===== src/rtl/fft_out_reorder.sv =====
// fft_out_reorder: reorders 32-point bit-reversed FFT result frames into natural order through a ping-pong buffer.
// Optional FFT_REORDER_FFTSHIFT_EN: emit bins rotated by N/2 so the DC bin lands at output position N/2.
`default_nettype none

module fft_out_reorder #(
    parameter int NB    = 16,
    parameter int LOG2N = 5
) (
    input  logic             clk_i,
    input  logic             rst_i,
    input  logic             start_i,
    input  logic [NB-1:0]    dr_i,
    input  logic [NB-1:0]    di_i,
    output logic [NB-1:0]    dr_o,
    output logic [NB-1:0]    di_o,
    output logic             valid_o,
    output logic             rdy_o,
    output logic [LOG2N-1:0] idx_o,
    output logic             err_o
);

    localparam int              N    = 1 << LOG2N;
    localparam logic [LOG2N-1:0] LAST = LOG2N'(N - 1);
    localparam logic [LOG2N-1:0] ONE  = LOG2N'(1);

    localparam logic [0:0] W_IDLE = 1'b0;
    localparam logic [0:0] W_FILL = 1'b1;
    localparam logic [0:0] R_IDLE = 1'b0;
    localparam logic [0:0] R_OUT  = 1'b1;

    function automatic logic [LOG2N-1:0] bitrev(input logic [LOG2N-1:0] a);
        logic [LOG2N-1:0] r;
        r = '0;
        for (int i = 0; i < LOG2N; i++) r[i] = a[LOG2N-1-i];
        return r;
    endfunction

    logic [0:0]       wr_state, wr_state_nxt;
    logic [0:0]       rd_state, rd_state_nxt;
    logic [LOG2N-1:0] wr_cnt;
    logic             wr_bank;
    logic             rd_bank;
    logic [LOG2N-1:0] rd_pos;
    logic [1:0]       full;

    logic             wr_en, wr_first, abort, wr_done;
    logic             rd_en, rd_done;
    logic [LOG2N-1:0] wr_addr;
    logic [LOG2N-1:0] rd_addr;

    logic [2*NB-1:0]  mem [0:2*N-1];

    always_ff @(posedge clk_i or posedge rst_i) begin
        if (rst_i) begin
            wr_state <= W_IDLE;
            rd_state <= R_IDLE;
        end else begin
            wr_state <= wr_state_nxt;
            rd_state <= rd_state_nxt;
        end
    end

    always_comb begin
        wr_state_nxt = wr_state;
        rd_state_nxt = rd_state;
        case (wr_state)
            W_IDLE:  if (start_i) wr_state_nxt = W_FILL;
            default: if (wr_cnt == LAST) wr_state_nxt = W_IDLE;
        endcase
        case (rd_state)
            R_IDLE:  if (full[rd_bank]) rd_state_nxt = R_OUT;
            default: if (rd_pos == LAST && !full[rd_bank ^ 1'b1]) rd_state_nxt = R_IDLE;
        endcase
    end

    // A start on the last sample of a frame is not honoured; the frame completes.
    always_comb begin
        abort    = (wr_state == W_FILL) && start_i && (wr_cnt != LAST);
        wr_first = ((wr_state == W_IDLE) && start_i) || abort;
        wr_en    = ((wr_state == W_IDLE) && start_i) || (wr_state == W_FILL);
        wr_done  = (wr_state == W_FILL) && (wr_cnt == LAST);
        rd_en    = (rd_state == R_OUT);
        rd_done  = (rd_state == R_OUT) && (rd_pos == LAST);
    end

    assign wr_addr = bitrev(wr_first ? '0 : wr_cnt);
`ifdef FFT_REORDER_FFTSHIFT_EN
    assign rd_addr = rd_pos ^ LOG2N'(N / 2);
`else
    assign rd_addr = rd_pos;
`endif

    always_ff @(posedge clk_i or posedge rst_i) begin
        if (rst_i) begin
            wr_cnt  <= '0;
            wr_bank <= 1'b0;
            rd_bank <= 1'b0;
            rd_pos  <= '0;
            full    <= 2'b00;
            dr_o    <= '0;
            di_o    <= '0;
            valid_o <= 1'b0;
            rdy_o   <= 1'b0;
            idx_o   <= '0;
            err_o   <= 1'b0;
        end else begin
            if (wr_first)                   wr_cnt <= ONE;
            else if (wr_state == W_FILL)    wr_cnt <= wr_cnt + ONE;
            if (wr_done) begin
                full[wr_bank] <= 1'b1;
                wr_bank       <= ~wr_bank;
            end
            // Wraps to 0 after the last address, ready for the next frame.
            if (rd_en) rd_pos <= rd_pos + ONE;
            if (rd_done) begin
                full[rd_bank] <= 1'b0;
                rd_bank       <= ~rd_bank;
            end
            valid_o <= rd_en;
            rdy_o   <= rd_en && (rd_pos == '0);
            idx_o   <= rd_en ? rd_addr : '0;
            dr_o    <= rd_en ? mem[{rd_bank, rd_addr}][2*NB-1:NB] : '0;
            di_o    <= rd_en ? mem[{rd_bank, rd_addr}][NB-1:0]    : '0;
            err_o   <= abort;
        end
    end

    always_ff @(posedge clk_i) begin
        if (wr_en) mem[{wr_bank, wr_addr}] <= {dr_i, di_i};
    end

endmodule

`default_nettype wire


===== config.mk =====
export PLATFORM = sky130hd
export DESIGN_NAME = fft_out_reorder
export DESIGN_NICKNAME = d
export VERILOG_FILES = /design/src/rtl/fft_out_reorder.sv
export SDC_FILE = /design/constraint.sdc
export NUM_CORES = 2
export LEC_CHECK = 0
export BUFFER_PORTS_ARGS = -buffer_cell sky130_fd_sc_hd__buf_2
export CAP_MARGIN = 20
export CORE_ASPECT_RATIO = 0.8
export CORE_MARGIN = 2
export CORE_UTILIZATION = 54
export CTS_BUF_LIST = sky130_fd_sc_hd__clkbuf_4
export DETAILED_ROUTE_END_ITERATION = 12
export PLACE_DENSITY = 0.7
export SLEW_MARGIN = 25
export SYNTH_ARGS = -nofsm -noshare
export SYNTH_HDL_FRONTEND = slang
export SYNTH_SLANG_ARGS = --single-unit

===== constraint.sdc =====
create_clock -name clk_i -period 5.2 [get_ports clk_i]
set_input_delay 0.26 -clock clk_i [delete_from_list [all_inputs] [get_ports clk_i]]
set_output_delay 0.26 -clock clk_i [all_outputs]
set_load 0.005 [all_outputs]

# Word level (Yosys, flattened, before mapping)
# Memory sizes are Yosys's and may differ from the RTL's.
# Cells that the tools add are included.
dict set report classes {
  n_mux 24
  n_eq_ne 3
  n_lt_le_gt_ge 5
  mul 0
  n_shift 0
  bitwise 6
  n_reduce_logical 14
  addsub 2
  div_mod_pow 0
}
# operator count
set ops {}
lappend ops {{16-bit 2-to-1 mux} 2}
lappend ops {{5-bit 2-to-1 mux} 4}
lappend ops {{1-bit 2-to-1 mux} 14}
lappend ops {{5-bit by 1-bit adder with 5-bit output (second input constant)} 2}
lappend ops {{5-bit == test (second input constant)} 2}
lappend ops {{1-bit logical AND} 9}
lappend ops {{1-bit by 2-bit less-than comparator with 1-bit output (second input constant)} 3}
lappend ops {{5-bit zero test} 1}
lappend ops {{5-bit inequality test (second input constant)} 1}
lappend ops {{2-bit 2-to-1 mux} 2}
lappend ops {{1-bit NOT} 3}
lappend ops {{2-bit AND} 1}
lappend ops {{1-bit demux with 1-bit select} 2}
lappend ops {{1-bit >= comparator (second input constant)} 2}
lappend ops {{1-bit logical OR} 2}
lappend ops {{2-bit NOT} 1}
lappend ops {{2-bit bitwise OR} 1}
lappend ops {{2-bit nonzero test} 1}
lappend ops {{1-bit zero test} 1}
dict set report totals {
  latch_bits 0
  in_bits 35
  mem_bits_ro 0
  regBits 56
  elab_cells 68
  ram_bits 2048
  memories 1
}
# memory depth width rd rd_ports_with_merged_regs wr line_no
set mem_list {}
lappend mem_list {mem 64 32 1 0 1 51} ;# logic [2*NB-1:0] mem [0:2*N-1];

# Longest topological paths before layout
dict set report logic_depth {
  ltp_word 8
  mapped_depth 9
  depth_no_buf 7
}

# Worst setup path after synthesis
# OpenSTA, ideal clock, no wires.
dict set report synth_timing {
  path_type {register -> register}
  start {register wr_cnt[2]}
  end {memory mem[41][0] (netlist bit) (enable)}
  setup_slack_ps 859
  required_ps 4739
  synth_period_minus_slack_ps 4341
  stages_incl_launch_ff 8
  arrival_ps 3880
  setup_ps 461
  cell_sequence {dfrtp_1 -> clkbuf_1 -> and3_1 -> ha_1 -> nand2b_1 -> nand4_1 -> or3_1 -> nor3_1}
}
dict set report synth_via {
  elab_chain_len 4
}
# item line_no
set synth_rtl {}
lappend synth_rtl {{from (decl)} 40} ;# logic [LOG2N-1:0] wr_cnt;
lappend synth_rtl {{from (signal assigned)} 108} ;# else if (wr_state == W_FILL) wr_cnt <= wr_cnt + ONE;
lappend synth_rtl {{5-bit inequality test} 78} ;# abort = (wr_state == W_FILL) && start_i && (wr_cnt != LAST);
lappend synth_rtl {{1-bit logical AND} 78}
lappend synth_rtl {{1-bit logical OR} 79} ;# wr_first = ((wr_state == W_IDLE) && start_i) || abort;
lappend synth_rtl {{5-bit 2-to-1 mux (*)} 86} ;# assign wr_addr = bitrev(wr_first ? '0 : wr_cnt);
lappend synth_rtl {{to (decl)} 51}
# Mark *: on every way between the ends. The rest lies on a longest branch, timed or not.

# Final worst setup path
dict set report layout_timing {
  start {register wr_cnt[0]}
  end {memory mem[58][31] (netlist bit) (enable)}
}
# The elaborated chain is that of the path after synthesis.

==> flow_summary.ini <==
[status]
status = finished clean

[route]
dr_wl_met2_um = 93130
vias_per_cell = 6.284
ant_nets = 0
wl_per_cell_um = 30.84
maxUsedRoutingLayer = met5
wl_met3_um = 23640
wirelength_um = 201700
first_pass_iters = 6
drc = 0
route.vias.total = 41090
drt_iter0_markers = 5456
wl_met1_um = 81100

[layout]
design_area_um2 = 90290
fin_util = 0.6132
layout-drive-gt1-share = 0.3583
syn_to_final_growth_pct = 13.07
num-nets-final = 4212

[die]
rows = 126
dieArea_um2 = 151000
fp.dieW_um = 433.9
die_h_um = 348.0
core_area_um2 = 147200
start_util = 0.5423
io_pins = 75

[synthesis]
synth_area_leaders = edfxtp_1, mux4_2, mux2_2, dfrtp_1, mux2i_1
async_flop_share = 0.02662
synth_common_cells = edfxtp_1, mux4_2, mux2_2
seq_area_frac_synth = 0.7877
synthFlopType = edfxtp_1
synth_edf_count = 2048
synth_fp_nets = 3669
yosysMostFrequentCell = edfxtp_1
yosys.area.top_type = edfxtp_1
yosysWarnings = 0
ys_types = 46
avgSynthCellArea_um2 = 22.00
ys_seq_elements = 2104
synthCells = 3629
syn-cell-area_um2 = 79850
synth_top_area_frac = 0.7701

[clock_tree]
numCtsBuffers = 493
ctsResizeCount = 0
clk_pin_slew_worst_paths_ns = 0.08
clockBufferDepth = 4
clock_sinks = 2104
insertion_delay_ns = 1.39
root_buffer = clkbuf_4
cts_tree = done
cts_max_level = 5

[global_route]
grt_pass1_wl_um = 290200
grt_max_degree = 104
grt_overflow = 0
grt_pass1_vias = 41330
antenna_found_initial = 8
grt_use_total = 0.2706

[critical_path]
required_ns = 6.18
cp-end-kind = register
cp_max_fo = 22
critPathKind = reg2reg
crit_path_start_kind = register
crit_arrival_ns = 5.04

[sta]
skew_ns = 0.08674
setup_tns_ns = 0
timing.hold.ws_ns = 0.1163
rsz0062_at_grt = false
fin_crit_sh = 0.7802
final-setup-viol-count = 0
worst_slew_margin_rel = 0.3082
fmax_mhz = 246.5
hold_viol = 0
tightest_slew_ns = 1.033
finalWorstSetupSlack_ns = 1.143
min_period_ns = 4.057
slew_violations = 0

[pwr]
p_per_area_nw_per_um2 = 452.7
ir_drop_mv = 0.3042
p_leak_nw = 29.21

[placed_design]
dp_slack_ns = 1.071
place_hpwl_um = 117100
port_buffers = 74
place_area_um2 = 83640
gp_congestion = 0.9242

[run]
maxCapViolations = 0

[min_path]
hold_class = in2reg
## cell usage in the layout, fill, tap and decap left out, types with 4 or more instances in the layout
cell type and n:
nand2_1 92, nor2_4 63, clkinv_2 14, dfrtp_1 53
buf_2 72, nand3_1 20, buf_12 20, mux2i_1 97
nor2b_1 4, diode_2 8, dlygate4sd3_1 41, ha_1 5
inv_2 8, or3_1 10, xnor2_1 4, a221oi_1 80
and2_1 8, a211o_1 47, mux2_2 160, o221ai_1 48
a22o_1 81, a31oi_1 65, clkinv_1 95, nor2_1 7
edfxtp_1 2048, clkbuf_4 749, nand2b_1 4, a22oi_1 80
buf_4 133, mux4_2 384
## through the flow
step                      power (W)  cells
after global placement      0.02821   5617
after detailed placement    0.02828   5618
after CTS                   0.04110   6529
final                       0.04087   6538
after global routing        0.04239   6535
after floorplan             0.02528   3629
## worst paths after layout
path                            startpoint          end  slack, ns  depth (start not counted)
worst max-delay path             wr_cnt[0]  mem[58][31]       1.14                          7
worst min-delay path               di_i[7]   mem[11][7]       0.12                          3
worst max register to register   wr_cnt[0]  mem[58][31]       1.14                          7
worst min register to register     full[0]      full[0]       0.55                          1
max in group asynchronous            rst_i   rd_addr[4]       4.41                          5
min in group asynchronous            rst_i      dr_o[9]       0.14                          5
## area by class of cell
class                      count  area, um^2
fill                       10360       56960
inverter                       5       21.27
multi-input combinational   1298       16440
sequential                  2104       62910
clock buffer                 749        5623
clock inverter               120       530.5
tap                         1984        2482
antenna                        8       20.02
timing repair buffer         270        2263
## flip-flops by register name (all words and copies together) (netlist names), 2 cells and up
signal,flops
di_o,16
dr_o,16
full,2
idx_o,5
mem,2048
rd_addr,5
wr_cnt,5
## power breakdown
group	internal, W	total (W)	switching (W)
sequential	0.0188	0.0190	0.000266
clock	0.00663	0.0129	0.00630
combinational	0.00395	0.00893	0.00498
total	0.0293	0.0409	0.0115
## logic make-up (layout without fill, tap and decap cells)
logic type               Yosys count  in the layout  share of synthesized area
adder cells (fa/ha/maj)            5              5                  0.0007834
flip-flops                      2104           2104                     0.7877
buffers and inverters            227           1144                    0.01304
other                              0              8                          0
AO/OA/AOI/OAI                    413            413                    0.04171
multiplexers                     641            641                     0.1430
AND/OR/NAND/NOR                  232            232                    0.01299
XOR/XNOR                           7              7                  0.0007678
## layer usage
| layer | GRT usage | vias up |
|---|---|---|
| met3 | 0.07492 | 289 |
| met4 | 0.07419 | 2 |
| met2 | 0.4021 | 2439 |
| met5 | 0 | - |
| li1 | - | 16840 |
| met1 | 0.3987 | 21520 |
## what timing repair did
| action | 4_1_cts | 5_1_grt |
|---|---|---|
| hold buffers | 42 | 0 |
| buffers inserted | 0 | 0 |
| hold endpoints to repair | 2201 | 0 |
| endpoints found under the setup margin | 0 | 0 |
## critical path, cell delays in order, from the launching register on
cell and delay (ns):
dfrtp_1 0.49, ha_1 0.23, and3_1 0.19, ha_1 0.27, a21boi_1 0.25, nand4b_1 0.93
nor2_4 0.77, buf_4 0.50
Power figures use the tool's default switching activity.
